**src/rtl/instr_loader_if.sv**
```systemverilog
// rtl/instr_loader_if.sv - host byte stream in, instruction memory word writes out
interface instr_loader_if;
    logic        byte_valid;
    logic [7:0]  byte_data;
    logic        byte_ready;
    logic        mem_we;
    logic [31:0] mem_addr;
    logic [31:0] mem_wdata;

    // master is the loader side: it drives the memory write port and the stream ready
    modport master (
        input  byte_valid, byte_data,
        output byte_ready, mem_we, mem_addr, mem_wdata
    );

    modport slave (
        output byte_valid, byte_data,
        input  byte_ready, mem_we, mem_addr, mem_wdata
    );
endinterface

```
**src/rtl/instr_loader.sv**
```systemverilog
// rtl/instr_loader.sv - byte stream to instruction memory loader holding the CPU in reset
// INSTR_LOADER_CHECKSUM_EN adds a trailing XOR checksum byte over count and data bytes
module instr_loader #(
    parameter logic [31:0] BASE_ADDR = 32'h0000_0000,
    parameter int          MAX_WORDS = 256
) (
    input  logic          clk,
    input  logic          rst_n,
    input  logic          start,
    instr_loader_if.master bus,
    output logic          cpu_hold,
    output logic          busy,
    output logic          done,
    output logic          err
);

    localparam logic [8:0] MAX_W = 9'(MAX_WORDS);

    typedef enum logic [2:0] {
        st_idle,
        st_hdr,
        st_data,
        st_write,
`ifdef INSTR_LOADER_CHECKSUM_EN
        st_check,
`endif
        st_done
    } state_t;

    state_t      state, state_nxt;
    logic [1:0]  byte_cnt;
    logic [8:0]  word_idx;
    logic [8:0]  word_total;
    logic [23:0] word_buf;
    logic        xfer;
    logic        can_start;
    logic [8:0]  hdr_count;
    logic        hdr_over;
    logic        last_word;
`ifdef INSTR_LOADER_CHECKSUM_EN
    logic [7:0]  csum;
`endif

    assign xfer      = bus.byte_valid && bus.byte_ready;
    assign can_start = start && (state == st_idle || state == st_done);
    // a count byte of zero stands for a full 256-word image
    assign hdr_count = (bus.byte_data == 8'd0) ? 9'd256 : {1'b0, bus.byte_data};
    assign hdr_over  = hdr_count > MAX_W;
    assign last_word = (word_idx + 9'd1) == word_total;

    always_ff @(posedge clk or negedge rst_n) begin
        if (!rst_n) begin
            state <= st_idle;
        end else begin
            state <= state_nxt;
        end
    end

    always_comb begin
        state_nxt = state;
        case (state)
            st_idle, st_done: if (start) state_nxt = st_hdr;
            st_hdr:           if (xfer) state_nxt = hdr_over ? st_done : st_data;
            st_data:          if (xfer && byte_cnt == 2'd3) state_nxt = st_write;
            st_write: begin
                if (last_word) begin
`ifdef INSTR_LOADER_CHECKSUM_EN
                    state_nxt = st_check;
`else
                    state_nxt = st_done;
`endif
                end else begin
                    state_nxt = st_data;
                end
            end
`ifdef INSTR_LOADER_CHECKSUM_EN
            st_check:         if (xfer) state_nxt = st_done;
`endif
            default:          state_nxt = st_idle;
        endcase
    end

    always_comb begin
        bus.byte_ready = 1'b0;
        bus.mem_we     = 1'b0;
        busy           = 1'b0;
        done           = 1'b0;
        cpu_hold       = 1'b1;
        case (state)
            st_hdr, st_data: begin
                bus.byte_ready = 1'b1;
                busy           = 1'b1;
            end
            st_write: begin
                bus.mem_we = 1'b1;
                busy       = 1'b1;
            end
`ifdef INSTR_LOADER_CHECKSUM_EN
            st_check: begin
                bus.byte_ready = 1'b1;
                busy           = 1'b1;
            end
`endif
            st_done: begin
                done     = !err;
                cpu_hold = err;
            end
            default: ;
        endcase
    end

    always_ff @(posedge clk or negedge rst_n) begin
        if (!rst_n) begin
            err           <= 1'b0;
            byte_cnt      <= 2'd0;
            word_idx      <= 9'd0;
            word_total    <= 9'd0;
            word_buf      <= 24'd0;
            bus.mem_addr  <= BASE_ADDR;
            bus.mem_wdata <= 32'd0;
`ifdef INSTR_LOADER_CHECKSUM_EN
            csum          <= 8'd0;
`endif
        end else begin
            if (can_start) begin
                err      <= 1'b0;
                byte_cnt <= 2'd0;
                word_idx <= 9'd0;
`ifdef INSTR_LOADER_CHECKSUM_EN
                csum     <= 8'd0;
`endif
            end
            if (state == st_hdr && xfer) begin
                if (hdr_over) begin
                    err <= 1'b1;
                end else begin
                    word_total <= hdr_count;
                end
                word_idx <= 9'd0;
`ifdef INSTR_LOADER_CHECKSUM_EN
                csum     <= csum ^ bus.byte_data;
`endif
            end
            if (state == st_data && xfer) begin
                word_buf <= {word_buf[15:0], bus.byte_data};
                byte_cnt <= byte_cnt + 2'd1;
`ifdef INSTR_LOADER_CHECKSUM_EN
                csum     <= csum ^ bus.byte_data;
`endif
                // address and data are staged so they are valid throughout the WRITE cycle
                if (byte_cnt == 2'd3) begin
                    bus.mem_addr  <= BASE_ADDR + {21'd0, word_idx, 2'b00};
                    bus.mem_wdata <= {word_buf, bus.byte_data};
                end
            end
            if (state == st_write) begin
                word_idx <= word_idx + 9'd1;
            end
`ifdef INSTR_LOADER_CHECKSUM_EN
            if (state == st_check && xfer && bus.byte_data != csum) begin
                err <= 1'b1;
            end
`endif
        end
    end

endmodule

```
**src/flat_wrapper.sv**
```systemverilog
// flat-port wrapper written by rule: the top's interface ports become plain ports
module instr_loader_flat 
#(
    parameter logic [31:0] BASE_ADDR = 32'h0000_0000,
    parameter int          MAX_WORDS = 256
)
  (clk, rst_n, start, cpu_hold, busy, done, err, bus_byte_valid, bus_byte_data, bus_byte_ready, bus_mem_we, bus_mem_addr, bus_mem_wdata);
  instr_loader_if bus_i ();
  input  logic clk;
  input  logic rst_n;
  input  logic start;
  output logic cpu_hold;
  output logic busy;
  output logic done;
  output logic err;
  input wire logic [$bits(bus_i.byte_valid)-1:0] bus_byte_valid;
  input wire logic [$bits(bus_i.byte_data)-1:0] bus_byte_data;
  output wire logic [$bits(bus_i.byte_ready)-1:0] bus_byte_ready;
  output wire logic [$bits(bus_i.mem_we)-1:0] bus_mem_we;
  output wire logic [$bits(bus_i.mem_addr)-1:0] bus_mem_addr;
  output wire logic [$bits(bus_i.mem_wdata)-1:0] bus_mem_wdata;
  assign bus_i.byte_valid = bus_byte_valid;
  assign bus_i.byte_data = bus_byte_data;
  assign bus_byte_ready = bus_i.byte_ready;
  assign bus_mem_we = bus_i.mem_we;
  assign bus_mem_addr = bus_i.mem_addr;
  assign bus_mem_wdata = bus_i.mem_wdata;
  instr_loader #(.BASE_ADDR(BASE_ADDR), .MAX_WORDS(MAX_WORDS)) u_core (.clk(clk), .rst_n(rst_n), .start(start), .bus(bus_i), .cpu_hold(cpu_hold), .busy(busy), .done(done), .err(err));
endmodule
```
**config.mk**
```make
export PLATFORM = sky130hd
export DESIGN_NAME = instr_loader_flat
export DESIGN_NICKNAME = d
export VERILOG_FILES = /design/src/rtl/instr_loader_if.sv /design/src/rtl/instr_loader.sv /design/src/flat_wrapper.sv
export SDC_FILE = /design/constraint.sdc
export NUM_CORES = 1
export LEC_CHECK = 0
export CORE_ASPECT_RATIO = 1.2
export CORE_MARGIN = 1.5
export CORE_UTILIZATION = 56
export DETAILED_ROUTE_END_ITERATION = 10
export PLACE_DENSITY = 0.95
export SLEW_MARGIN = 10
export SYNTH_ARGS = -nofsm -noshare
export SYNTH_HDL_FRONTEND = slang
export SYNTH_SLANG_ARGS = --single-unit
```
**constraint.sdc**
```tcl
create_clock -name clk -period 5.4 [get_ports clk]
set_clock_uncertainty 0.1 [all_clocks]
set_input_delay 0.81 -clock clk [delete_from_list [all_inputs] [get_ports clk]]
set_output_delay 0.81 -clock clk [all_outputs]
set_load 0.02 [all_outputs]
```
Word-level counts from Yosys, hierarchy flattened
Cells that the tools add are included.

word-level totals
  input port bits = 12
  logic and storage cells = 58
  bits in registers = 89
  output and inout port bits = 70

operators by class
  equality and inequality tests = 9
  muxes and demuxes = 20
  bitwise operators = 1
  reduce and logical (&&, ||, !) cells = 17
  $add $sub $neg = 2
  $lt $le $gt $ge = 1

operators by type and width
  kind                   number
  $mux W9                4
  $mux W3                5
  $pmux W3 S4            1
  $add A9 B1 Y9 const B  1
  $eq A9 B9 Y1           1
  $gt A9 B9 Y1 const B   1
  $logic_not A8 Y1       1
  $mux W1                8
  $eq A3 B2 Y1 const B   2
  $logic_and A1 B1 Y1    5
  $mux W2                2
  $ne A2 B1 Y1 const B   2
  $reduce_and A2 Y1      2
  $reduce_or A2 Y1       2
  $eq A3 B1 Y1 const B   1
  $eq A3 B3 Y1 const B   1
  $logic_not A3 Y1       1
  $reduce_and A3 Y1      1
  $reduce_bool A3 Y1     1
  $reduce_or A3 Y1       1
  $add A2 B1 Y2 const B  1
  $eq A2 B2 Y1 const B   1
  $ne A2 B2 Y1 const B   1
  $reduce_bool A2 Y1     1
  3 further kinds        3

Longest topological paths before layout
Gate-level depths: netlist of the first run.

  depth after elaboration = 7
  mapped depth = 7

Least setup slack after synthesis of the first run
OpenSTA, ideal clock, no wires.

  kind = register -> output
  start point = reg u_core.state[1]
  end point = out done
  path buffers = 1
  arrival = 1.214 ns
  stages on the path, launching flop included = 6
  path slack = 3.276 ns
  cell sequence = dfrtp_1 buf_2 nor2_1 nand2_1 or2_2 inv_1

between the ends
  cells in the longest elaborated chain, start to end = 2

ends and longest elaborated chain
  element                 RTL line            RTL
  start, declared         instr_loader.sv:30  state_t state, state_nxt;
  start signal, assigned  instr_loader.sv:53  state <= st_idle;
  start signal, assigned  instr_loader.sv:55  state <= state_nxt;
  $eq A3 B3 Y1            instr_loader.sv:89  case (state)
  $mux W1                 instr_loader.sv:89
  end, declared           flat_wrapper.sv:14  output logic done;

Every way passes these cells.

Worst setup path after layout of the first run
  start point = reg u_core.state[0]
  end point = out bus_mem_we

between the ends
  cells in the longest elaborated chain, start to end = 2

ends and longest elaborated chain
  element        RTL line            RTL
  $eq A3 B2 Y1   instr_loader.sv:89
  $mux W1        instr_loader.sv:89
  end, declared  flat_wrapper.sv:19  output wire logic [$bits(bus_i.mem_we)-1:0] bus_mem_we;

Every way passes these cells.

==> summary.md, run 1 <==
| Metric | Value |
|---|---|
| Post-synthesis mux area share | `0.236` |
| Post-route ant nets | `0` |
| Synth Flop Type | `dfrtp_1` |
| Asr flop ratio synth | `1.00` |
| Die area | `approximately 8000 um2` |
| Critical path arrival | `2.34 ns` |
| Synth Area in Compound Gates | `0.0506` |
| Cell family with most CP delay | `buffers and inverters` |
| Fin. Hold Viols | `0` |
| Worst-Skew Late Latency | `around 0.37 ns` |
| Total clock sinks | `between 80 and 90` |
| Critical Path Start Type | `flop` |
| Antenna diode count | `0` |
| Die height | `97.4 um` |
| Simple-gate area share of the yosys netlist | `0.0695` |
| Hold Crit Class | `flop to flop` |
| Register area share after synthesis | `0.536` |
| Flop-to-flop setup slack | `roughly 3.1 ns` |
| Req. time, crit path | `around 4.5 ns` |
| Mean Syn Cell Area | `roughly 13 um2` |
| PortBufs | `just under 60` |
| Slowest CP cell | `clkdlybuf4s50_1` |
| Peak supply drop | `0.375 mV` |
| Worst-path cell chain | `nor2b_1 > nand2_1 > inv_1 > clkdlybuf4s50_1` |
| Worst Setup EP | `bus_mem_we` |
| Setup crit start | `u_core.state[0]$_DFFE_PN0P_` |
| Root Buffer | `clkbuf_8` |
| Yosys reg bits | `slightly below 90` |
| YS warnings | `0` |
| DRC | `0` |
| Max Fanout on Critical Path | `14` |
| Largest family of logic cells by synthesized area | `multiplexers` |
| Setup Viol. Count Final | `0` |
| Layout area overhead | `16.6%` |
| Yosys top cell by area | `dfrtp_1` |
| Mapped Area | `4160 um2` |
| Max-cap violation count | `0` |
| CTS clk-pin slew, worst paths | `approximately 0.10 ns` |
| Post-Synth XOR/XNOR Area | `0.0274` |
| Setup CP Type | `flop to output port` |
| R2R depth | `4` |
| Pwr per Cell Area | `between 600 and 700 nW/um2` |
| Avg WL per Cell | `roughly 18 um` |
| Buf/Inv on CP | `2` |
| RSZ-0062 raised after global routing | `no` |
| DRT Pass-1 Iters | `4` |
| FMAX | `308 MHz` |
| Core Region | `a little over 7000 um2` |
| # IOs | `82` |
| Final HPWL DP | `5.21 mm` |
| Share of post-route cells with drive strength above 1 | `0.259` |
| Slew @ Worst Pin | `1.10 ns` |
| Wire length of the first global-routing pass | `between 10 and 15 mm` |
| Initial DRC count | `just under 200` |
| Post-cts sizing count | `0` |
| Total global routing overflow | `0` |
| Filler instances | `a little over 500` |
| Total track usage | `0.220` |
| Critical R2R Capture | `u_core.bus.mem_wdata[22]$_DFFE_PN0P_` |
| Yosys top cell area share | `0.536` |
| Maximum clock path buffer count | `2` |
| Area after DPL | `4650 um2` |
| Routed vias/inst | `roughly 5.5` |
| Final TNS setup | `0 ns` |
| CTS buffer count | `9` |
| Rows | `34` |
| H-Tree Level Count | `3` |
| Worst setup EP type | `output port` |
| Outcome | `finished, final reports clean` |
| Number of synthesized flops with an enable pin | `0` |
| Crit. path cell count | `4` |
| Final Cell Area | `roughly 4800 um2` |
| Antenna violations before repair | `0` |
| Number of global-route vias before repair | `around 2500` |
| Top post-synthesis cells by area | `dfrtp_1, mux2_4, mux2_2` |
| Nets | `between 300 and 400` |
| Routed wire length | `about 8 mm` |
| Netlist cell types | `41` |
| Relative slew margins | `0.266` |
| Max stage delay on crit path | `0.64 ns` |
| Fin crit period | `~3.2 ns` |
| CTS tree | `built` |
| Setup Fix Bufs, Post-CTS | `0` |
| Pin count of the biggest net entering global routing | `90` |
| Post-Synth Adder-Cell Area | `0.00602` |
| RR Startpoint | `u_core.state[1]$_DFFE_PN0P_` |
| Tcrit/Tclk final | `0.601` |
| Global placer's final weighted congestion | `~0.84` |
| Hold_buf cts | `0` |
| Leakage | `approximately 2.3 nW` |
| DIE WIDTH | `between 80 and 90 um` |
| Vias | `2507` |
| Syn Inst Count | `a little over 300` |
| Initial Util | `0.575` |
| Critical hold path startpoint | `u_core.byte_cnt[0]$_DFFE_PN0P_` |
| Slew Limit Fails | `0` |
## placed cells by master, fill, tap and decap left out, drive strengths merged, types with 3 or more instances in the layout
| master | instances |
|---|---|
| dfrtp | 89 |
| mux2 | 72 |
| clkdlybuf4s50 | 57 |
| conb | 23 |
| o21ai | 15 |
| nand2 | 14 |
| nor2 | 12 |
| clkbuf | 9 |
| xnor2 | 8 |
| inv | 8 |
| and2 | 5 |
| xor2 | 5 |
| o31ai | 5 |
| nand3 | 5 |
| nor4 | 4 |
| a21oi | 3 |
| clkinv | 3 |
## cell families (layout without fill, tap and decap cells)
logic type                 after synthesis  in the layout
muxes                                   74             74
AOI/OAI and AO/OA                       33             33
adders and majority gates                2              2
DFF                                     89             89
xor gates and xnor gates                13             13
buffers and inverters                   44             80
other                                    1             23
and+or+nand+nor                         53             53
## cells in the mapped netlist, drive strengths merged (3+ instances only)
| cell type | number |
|---|---|
| inv | 5 |
| nand2 | 14 |
| mux2 | 72 |
| xnor2 | 8 |
| xor2 | 5 |
| dfrtp | 89 |
| nor2 | 12 |
| a21oi | 3 |
| nor4 | 4 |
| o31ai | 5 |
| o21ai | 15 |
| and2 | 5 |
| buf | 37 |
| nand3 | 5 |
## cell type report
| type | count | area [um2] | area share |
|---|---|---|---|
| inverters | 5 | 18.8 | 0.00387 |
| multi-input cells | 198 | 1710 | 0.352 |
| repair buffers | 59 | 586 | 0.121 |
| clock buffers | 9 | 124 | 0.0256 |
| flip-flops and latches | 89 | 2230 | 0.460 |
| clock inverters | 7 | 72.6 | 0.0150 |
| well taps | 90 | 113 | 0.0232 |
## worst min-delay path by stage
| stage | to | cells past startpoint | slack [ns] |
|---|---|---|---|
| 5_1_grt | u_core.byte_cnt[0]$_DFFE_PN0P_ | 1 | 0.42 |
| 3_3_place_gp | u_core.byte_cnt[0]$_DFFE_PN0P_ | 1 | 0.37 |
| 3_5_place_dp | u_core.byte_cnt[0]$_DFFE_PN0P_ | 1 | 0.38 |
| 4_1_cts | u_core.byte_cnt[0]$_DFFE_PN0P_ | 1 | 0.40 |
| 2_1_floorplan | u_core.byte_cnt[0]$_DFFE_PN0P_ | 1 | 0.35 |
| 6_report | u_core.byte_cnt[0]$_DFFE_PN0P_ | 1 | 0.40 |
## state kept, by name, summed over array words and instances (netlist names)
signal,flops
u_core.word_idx,9
u_core.bus.mem_addr,9
u_core.err,1
u_core.byte_cnt,2
u_core.bus.mem_wdata,32
u_core.word_buf,24
u_core.state,3
u_core.word_total,9
## per-layer routing
layer  share of wire  routed length (um)  global-route usage  up-vias
li1                -                   -                   -     1138
met1            0.44                3500               0.302     1276
met2            0.51                4080               0.346       82
met3           0.036                 292              0.0366       11
met4           0.017                 140              0.0874        0
met5               0                   0                   0        -
## metrics by stage
step | util | setup WS (ns) | cells | hold WS (ns) | power, mW
after floorplan | - | 3.28 | 331 | 0.355 | 2.04
after global placement | 0.643 | 2.31 | 441 | 0.370 | 2.40
after detailed placement | 0.643 | 2.20 | 441 | 0.384 | 2.47
after CTS | 0.670 | 2.15 | 457 | 0.403 | 2.94
after global routing | 0.670 | 1.97 | 457 | 0.417 | 3.08
final | 0.670 | 2.15 | 457 | 0.402 | 2.92
## report_power, final
| part | switching, mW | internal (mW) | total, mW |
|---|---|---|---|
| combinational | 0.563 | 0.720 | 1.28 |
| sequential | 0.234 | 0.951 | 1.19 |
| clock | 0.270 | 0.181 | 0.451 |
| total | 1.07 | 1.85 | 2.92 |
Note: power is estimated with default switching activity, not from simulation.
==> run 2, diff against run 1 <==
CORE_UTILIZATION = 47   (was 56)
PLACE_DENSITY = 0.88   (was 0.95)
clock period = 2.6 ns   (was 5.4 ns; I/O delays follow)
==> summary.md, run 2 (synthesis results as in run 1) <==
| Metric | Value |
|---|---|
| Initial Util | `0.485 (-0.0894)` |
| Setup CP Type | `flop to output port` |
| Pwr per Cell Area | `1230 nW/um2 (+100%)` |
| Commonest non-fill, non-tap cell in the layout | `dfrtp_1` |
| Worst-Skew Late Latency | `0.36 ns (about the same)` |
| DIE WIDTH | `88.8 um (+8.8%)` |
| CTS buffer count | `9 (unchanged)` |
| Worst setup margin | `0.166 ns (-1.99 ns)` |
| Number of global-route vias before repair | `2577 (+1.6%)` |
| Core Region | `8560 um2 (+18%)` |
| Layout area overhead | `19.4%` |
| Total track usage | `0.181 (-0.0391)` |
| CTS tree | `built` |
| Setup crit start | `u_core.state[0]$_DFFE_PN0P_` |
| Rows | `37 (+8.8%)` |
| Peak supply drop | `0.518 mV (+38%)` |
| DRT Pass-1 Iters | `4 (unchanged)` |
| Setup WS pre-CTS | `0.350 ns (-1.85 ns)` |
| Final HPWL DP | `5.29 mm (+1.7%)` |
| Top reg by flops | `u_core.bus.mem_wdata` |
| Fin. Hold Viols | `0 (unchanged)` |
| Filler instances | `656 (+29%)` |
| Fin crit period | `about 2.4 ns` |
| Root Buffer | `clkbuf_8` |
| Setup Viol. Count Final | `0 (unchanged)` |
| Share of post-route cells with drive strength above 1 | `0.272 (+0.0126)` |
| PortBufs | `58 (unchanged)` |
| Worst setup EP type | `output port` |
| Nets | `381 (+1.3%)` |
| Largest registers | `u_core.bus.mem_wdata (32), u_core.word_buf (24)` |
| RSZ-0062 raised after global routing | `no` |
| Die height | `106 um (+8.9%)` |
| Commonest cells after routing, fill and taps aside | `dfrtp_1, clkdlybuf4s50_1, mux2_4` |
| Die area | `9420 um2 (+18%)` |
| Final TNS setup | `0 ns (unchanged)` |
| Maximum clock path buffer count | `2 (unchanged)` |
| Req. time, crit path | `2.11 ns (-2.38 ns)` |
| Routed wire length | `7.73 mm (-3.5%)` |
| Avg WL per Cell | `15.8 um (-9.9%)` |
| Antenna diode count | `0 (unchanged)` |
| Max Fanout on Critical Path | `9 (-5)` |
| Routed vias/inst | `5.18 (-5.6%)` |
| Setup Fix Bufs, Post-CTS | `0 (unchanged)` |
| Critical Path Start Type | `flop` |
| RR Startpoint | `u_core.word_idx[0]$_DFFE_PN0P_` |
| Vias | `2532 (+1.0%)` |
| Post-route ant nets | `0 (unchanged)` |
| Wire length of the first global-routing pass | `12.7 mm (-3.3%)` |
| H-Tree Level Count | `3 (unchanged)` |
| Slew Limit Fails | `0 (unchanged)` |
| Initial DRC count | `139 (-28%)` |
| FMAX | `approximately 400 MHz` |
| Total clock sinks | `89 (unchanged)` |
| Leakage | `2.33 nW (+2.5%)` |
| # IOs | `82 (unchanged)` |
| Number of flip-flops under the largest register name | `32 (unchanged)` |
| Antenna violations before repair | `0 (unchanged)` |
| DRC | `0 (unchanged)` |
| Total global routing overflow | `0 (unchanged)` |
| Pin count of the biggest net entering global routing | `57 (-37%)` |
| Global placer's final weighted congestion | `0.878 (+4.1%)` |
| Max-cap violation count | `0 (unchanged)` |
| CTS clk-pin slew, worst paths | `0.09 ns (about the same)` |
| Critical path arrival | `1.94 ns (-0.40 ns)` |
| Tcrit/Tclk final | `0.936` |
| Hold Crit Class | `input pin to async pin` |
| Outcome | `finished, final reports clean` |
[run 2: stage by stage]
stage	power [mW]	hold slack [ns]	util	std cells	instance area, um2
after floorplan	4.23	-0.00559	-	331	4240
after global placement	5.04	0.260	0.555	472	4750
after detailed placement	5.16	0.267	0.555	472	4750
after CTS	6.13	0.411	0.579	489	4960
after global routing	6.42	0.428	0.580	489	4960
final	6.09	0.411	0.580	489	4960
[run 2: metal layers]
layer | track usage | routed length, um | part of all wire | up-vias
li1 | - | - | - | 1149
met1 | 0.234 | 3290 | 0.43 | 1292
met2 | 0.278 | 3870 | 0.50 | 72
met3 | 0.0450 | 329 | 0.043 | 19
met4 | 0.0938 | 237 | 0.031 | 0
met5 | 0 | 0 | 0 | -
[run 2: final timing paths]
| check | depth (start not counted) | slack (ns) | end |
|---|---|---|---|
| max in group asynchronous | 3 | 1.36 | u_core.word_buf[23]$_DFFE_PN0P_ |
| worst min-delay path | 2 | 0.41 | u_core.err$_DFF_PN0_ |
| worst max-delay path | 4 | 0.17 | bus_mem_we |
| worst max register to register | 6 | 0.47 | u_core.state[1]$_DFFE_PN0P_ |
| min in group clk | 1 | 0.41 | u_core.err$_DFF_PN0_ |
| worst min register to register | 1 | 0.41 | u_core.err$_DFF_PN0_ |
[run 2: worst max-delay path: stages (launching register included)]
cell,delay (ns)
dfrtp_2,0.45
nor2b_1,0.22
nand2_1,0.10
inv_1,0.16
clkdlybuf4s50_1,0.64
[run 2: repair_timing]
action                     in CTS  in global routing
setup endpoints to repair       0                  3
gates resized for setup         0                  4
hold buffers                    1                  0
hold endpoints to repair       33                  0
[run 2: power breakdown]
group | leakage [nW] | internal [mW] | switching, mW
sequential | 1.10 | 1.98 | 0.471
clock | 0.0982 | 0.449 | 0.488
combinational | 1.14 | 1.53 | 1.18
[run 2: cell type report]
cell class / count / area [um2] / share of cell area
Inverter: 5 / 18.8 / 0.00378
Tap cell: 117 / 146 / 0.0295
Timing Repair Buffer: 64 / 666 / 0.134
Sequential cell: 89 / 2230 / 0.449
Multi-Input combinational cell: 198 / 1710 / 0.344
Clock buffer: 10 / 128 / 0.0257
Clock inverter: 6 / 67.6 / 0.0136
==> run 3, diff against run 2 <==
CORE_MARGIN = 3   (was 1.5)
==> summary.md, run 3 (synthesis results as in run 1) <==
| Metric | Value |
|---|---|
| Outcome | `finished, final reports clean` |
| Avg WL per Cell | `16.3 um (+3.3%)` |
| CTS buffer count | `9 (unchanged)` |
| # IOs | `82 (unchanged)` |
| Fin. Hold Viols | `0 (unchanged)` |
| Commonest non-fill, non-tap cell in the layout | `dfrtp_1` |
| Routed wire length | `7.93 mm (+2.6%)` |
| DRC | `0 (unchanged)` |
| Antenna violations before repair | `0 (unchanged)` |
| Filler instances | `655 (-0.15%)` |
| Initial DRC count | `162 (+17%)` |
| Core Region | `8380 um2 (-2.2%)` |
| Number of global-route vias before repair | `2574 (-0.12%)` |
| Root Buffer | `clkbuf_8` |
| Maximum clock path buffer count | `2 (unchanged)` |
| DIE WIDTH | `91.8 um (+3.4%)` |
| Req. time, crit path | `2.11 ns (about the same)` |
| Max-cap violation count | `0 (unchanged)` |
| CTS clk-pin slew, worst paths | `0.08 ns (about the same)` |
| FMAX | `413 MHz (+0.50%)` |
| Total clock sinks | `89 (unchanged)` |
| Setup Viol. Count Final | `0 (unchanged)` |
| PortBufs | `58 (unchanged)` |
| Total track usage | `0.174 (-0.00664)` |
| Pwr per Cell Area | `1240 nW/um2 (+1.3%)` |
| Routed vias/inst | `5.16 (-0.42%)` |
| Max Fanout on Critical Path | `9 (unchanged)` |
| Share of post-route cells with drive strength above 1 | `0.272 (unchanged)` |
| H-Tree Level Count | `3 (unchanged)` |
| CTS tree | `built` |
| Critical path arrival | `1.93 ns (about the same)` |
| Peak supply drop | `0.571 mV (+10%)` |
| Rows | `36 (-2.7%)` |
| Number of flip-flops under the largest register name | `32 (unchanged)` |
| Critical Path Start Type | `flop` |
| Slew Limit Fails | `0 (unchanged)` |
| Worst-path cell chain | `nor2b_1 > nand2_1 > inv_1 > clkdlybuf4s50_1` |
| Total global routing overflow | `0 (unchanged)` |
| Slowest CP cell | `clkdlybuf4s50_1` |
| Pin count of the biggest net entering global routing | `53 (-7.0%)` |
| Final HPWL DP | `5.51 mm (+4.2%)` |
| Largest registers | `u_core.bus.mem_wdata (32), u_core.word_buf (24)` |
| Nets | `381 (unchanged)` |
| Overall power | `6.20 mW (+1.7%)` |
| Top reg by flops | `u_core.bus.mem_wdata` |
| DRT Pass-1 Iters | `4 (unchanged)` |
| Post-route ant nets | `0 (unchanged)` |
| Worst setup EP type | `output port` |
| Initial Util | `0.496 (+0.0108)` |
| Vias | `2506 (-1.0%)` |
| Die height | `109 um (+2.8%)` |
| Antenna diode count | `0 (unchanged)` |
| Die area | `10000 um2 (+6.3%)` |
| Commonest cells after routing, fill and taps aside | `dfrtp_1, clkdlybuf4s50_1, mux2_4` |
| Final TNS setup | `0 ns (unchanged)` |
| Wire length of the first global-routing pass | `13.5 mm (+6.2%)` |
| RSZ-0062 raised after global routing | `no` |
| Max stage delay on crit path | `0.64 ns (about the same)` |
| Leakage | `2.34 nW (+0.54%)` |
| Layout area overhead | `19.9%` |
| Global placer's final weighted congestion | `0.808 (-7.9%)` |
| Setup Fix Bufs, Post-CTS | `0 (unchanged)` |
| Worst-Skew Late Latency | `0.36 ns (about the same)` |
| Tcrit/Tclk final | `0.932 (-0.00469)` |
| Fin crit period | `2.42 ns (-0.0122 ns)` |
| Hold Crit Class | `flop to flop` |
| Setup CP Type | `flop to output port` |
run 3: cell types whose count changed in the layout (fill, tap and decap cells not counted), sizes merged:
cell / delta
bufinv: +1
clkinvlp: -1
run 3: layout make-up:
cell class	count	area (um2)	share of cell area
clock buffers	10	128	0.0256
clock inverters	6	91.3	0.0183
inverters	5	18.8	0.00377
multi-input cells	198	1710	0.343
flip-flops and latches	89	2230	0.447
well taps	114	143	0.0286
repair buffers	64	666	0.134
run 3: routing by layer:
layer / track usage / part of all wire / wire length (um)
met4: 0.0796 / 0.022 / 172
met1: 0.240 / 0.44 / 3470
met3: 0.0269 / 0.044 / 349
met5: 0 / 0 / 0
met2: 0.274 / 0.50 / 3940
run 3: critical path: cells and delay by family, from the launching register on:
kind | cells | cell delay, ns
buffers and inverters | 2 | 0.80
and+or+nand+nor | 2 | 0.32
DFF | 1 | 0.46
run 3: timing repair:
item,4_1_cts,5_1_grt
endpoints found under the hold margin,37,0
hold buffers,1,0
gates resized for setup,0,4
setup endpoints to repair,0,2
run 3: stage by stage:
step                setup slack [ns]  cells  utilization  instance area [um2]  hold slack (ns)
detailed placement             0.354    469        0.567                 4750            0.282
finish                         0.178    486        0.595                 4980            0.396
global route                  0.0505    486        0.595                 4980            0.430
global placement               0.401    469        0.567                 4750            0.280
CTS                           0.0214    486        0.594                 4980            0.395
floorplan                      0.797    331            -                 4240         -0.00559
run 3: path summary, 6_finish.rpt:
kind	from	to	slack (ns)	cells past startpoint
min in group asynchronous	rst_n	u_core.word_idx[6]$_DFFE_PN0P_	0.43	2
min reg2reg	u_core.byte_cnt[0]$_DFFE_PN0P_	u_core.byte_cnt[0]$_DFFE_PN0P_	0.40	1
max reg2reg	u_core.word_idx[0]$_DFFE_PN0P_	u_core.state[1]$_DFFE_PN0P_	0.46	6
min	u_core.byte_cnt[0]$_DFFE_PN0P_	u_core.byte_cnt[0]$_DFFE_PN0P_	0.40	1
max in group asynchronous	rst_n	u_core.bus.mem_wdata[31]$_DFFE_PN0P_	1.35	3
max	u_core.state[0]$_DFFE_PN0P_	bus_mem_we	0.18	4
run 3: report_power, final:
part           internal (mW)  switching (mW)  total [mW]
Sequential              1.98           0.499        2.48
Combinational           1.52            1.16        2.69
Clock                  0.546           0.484        1.03
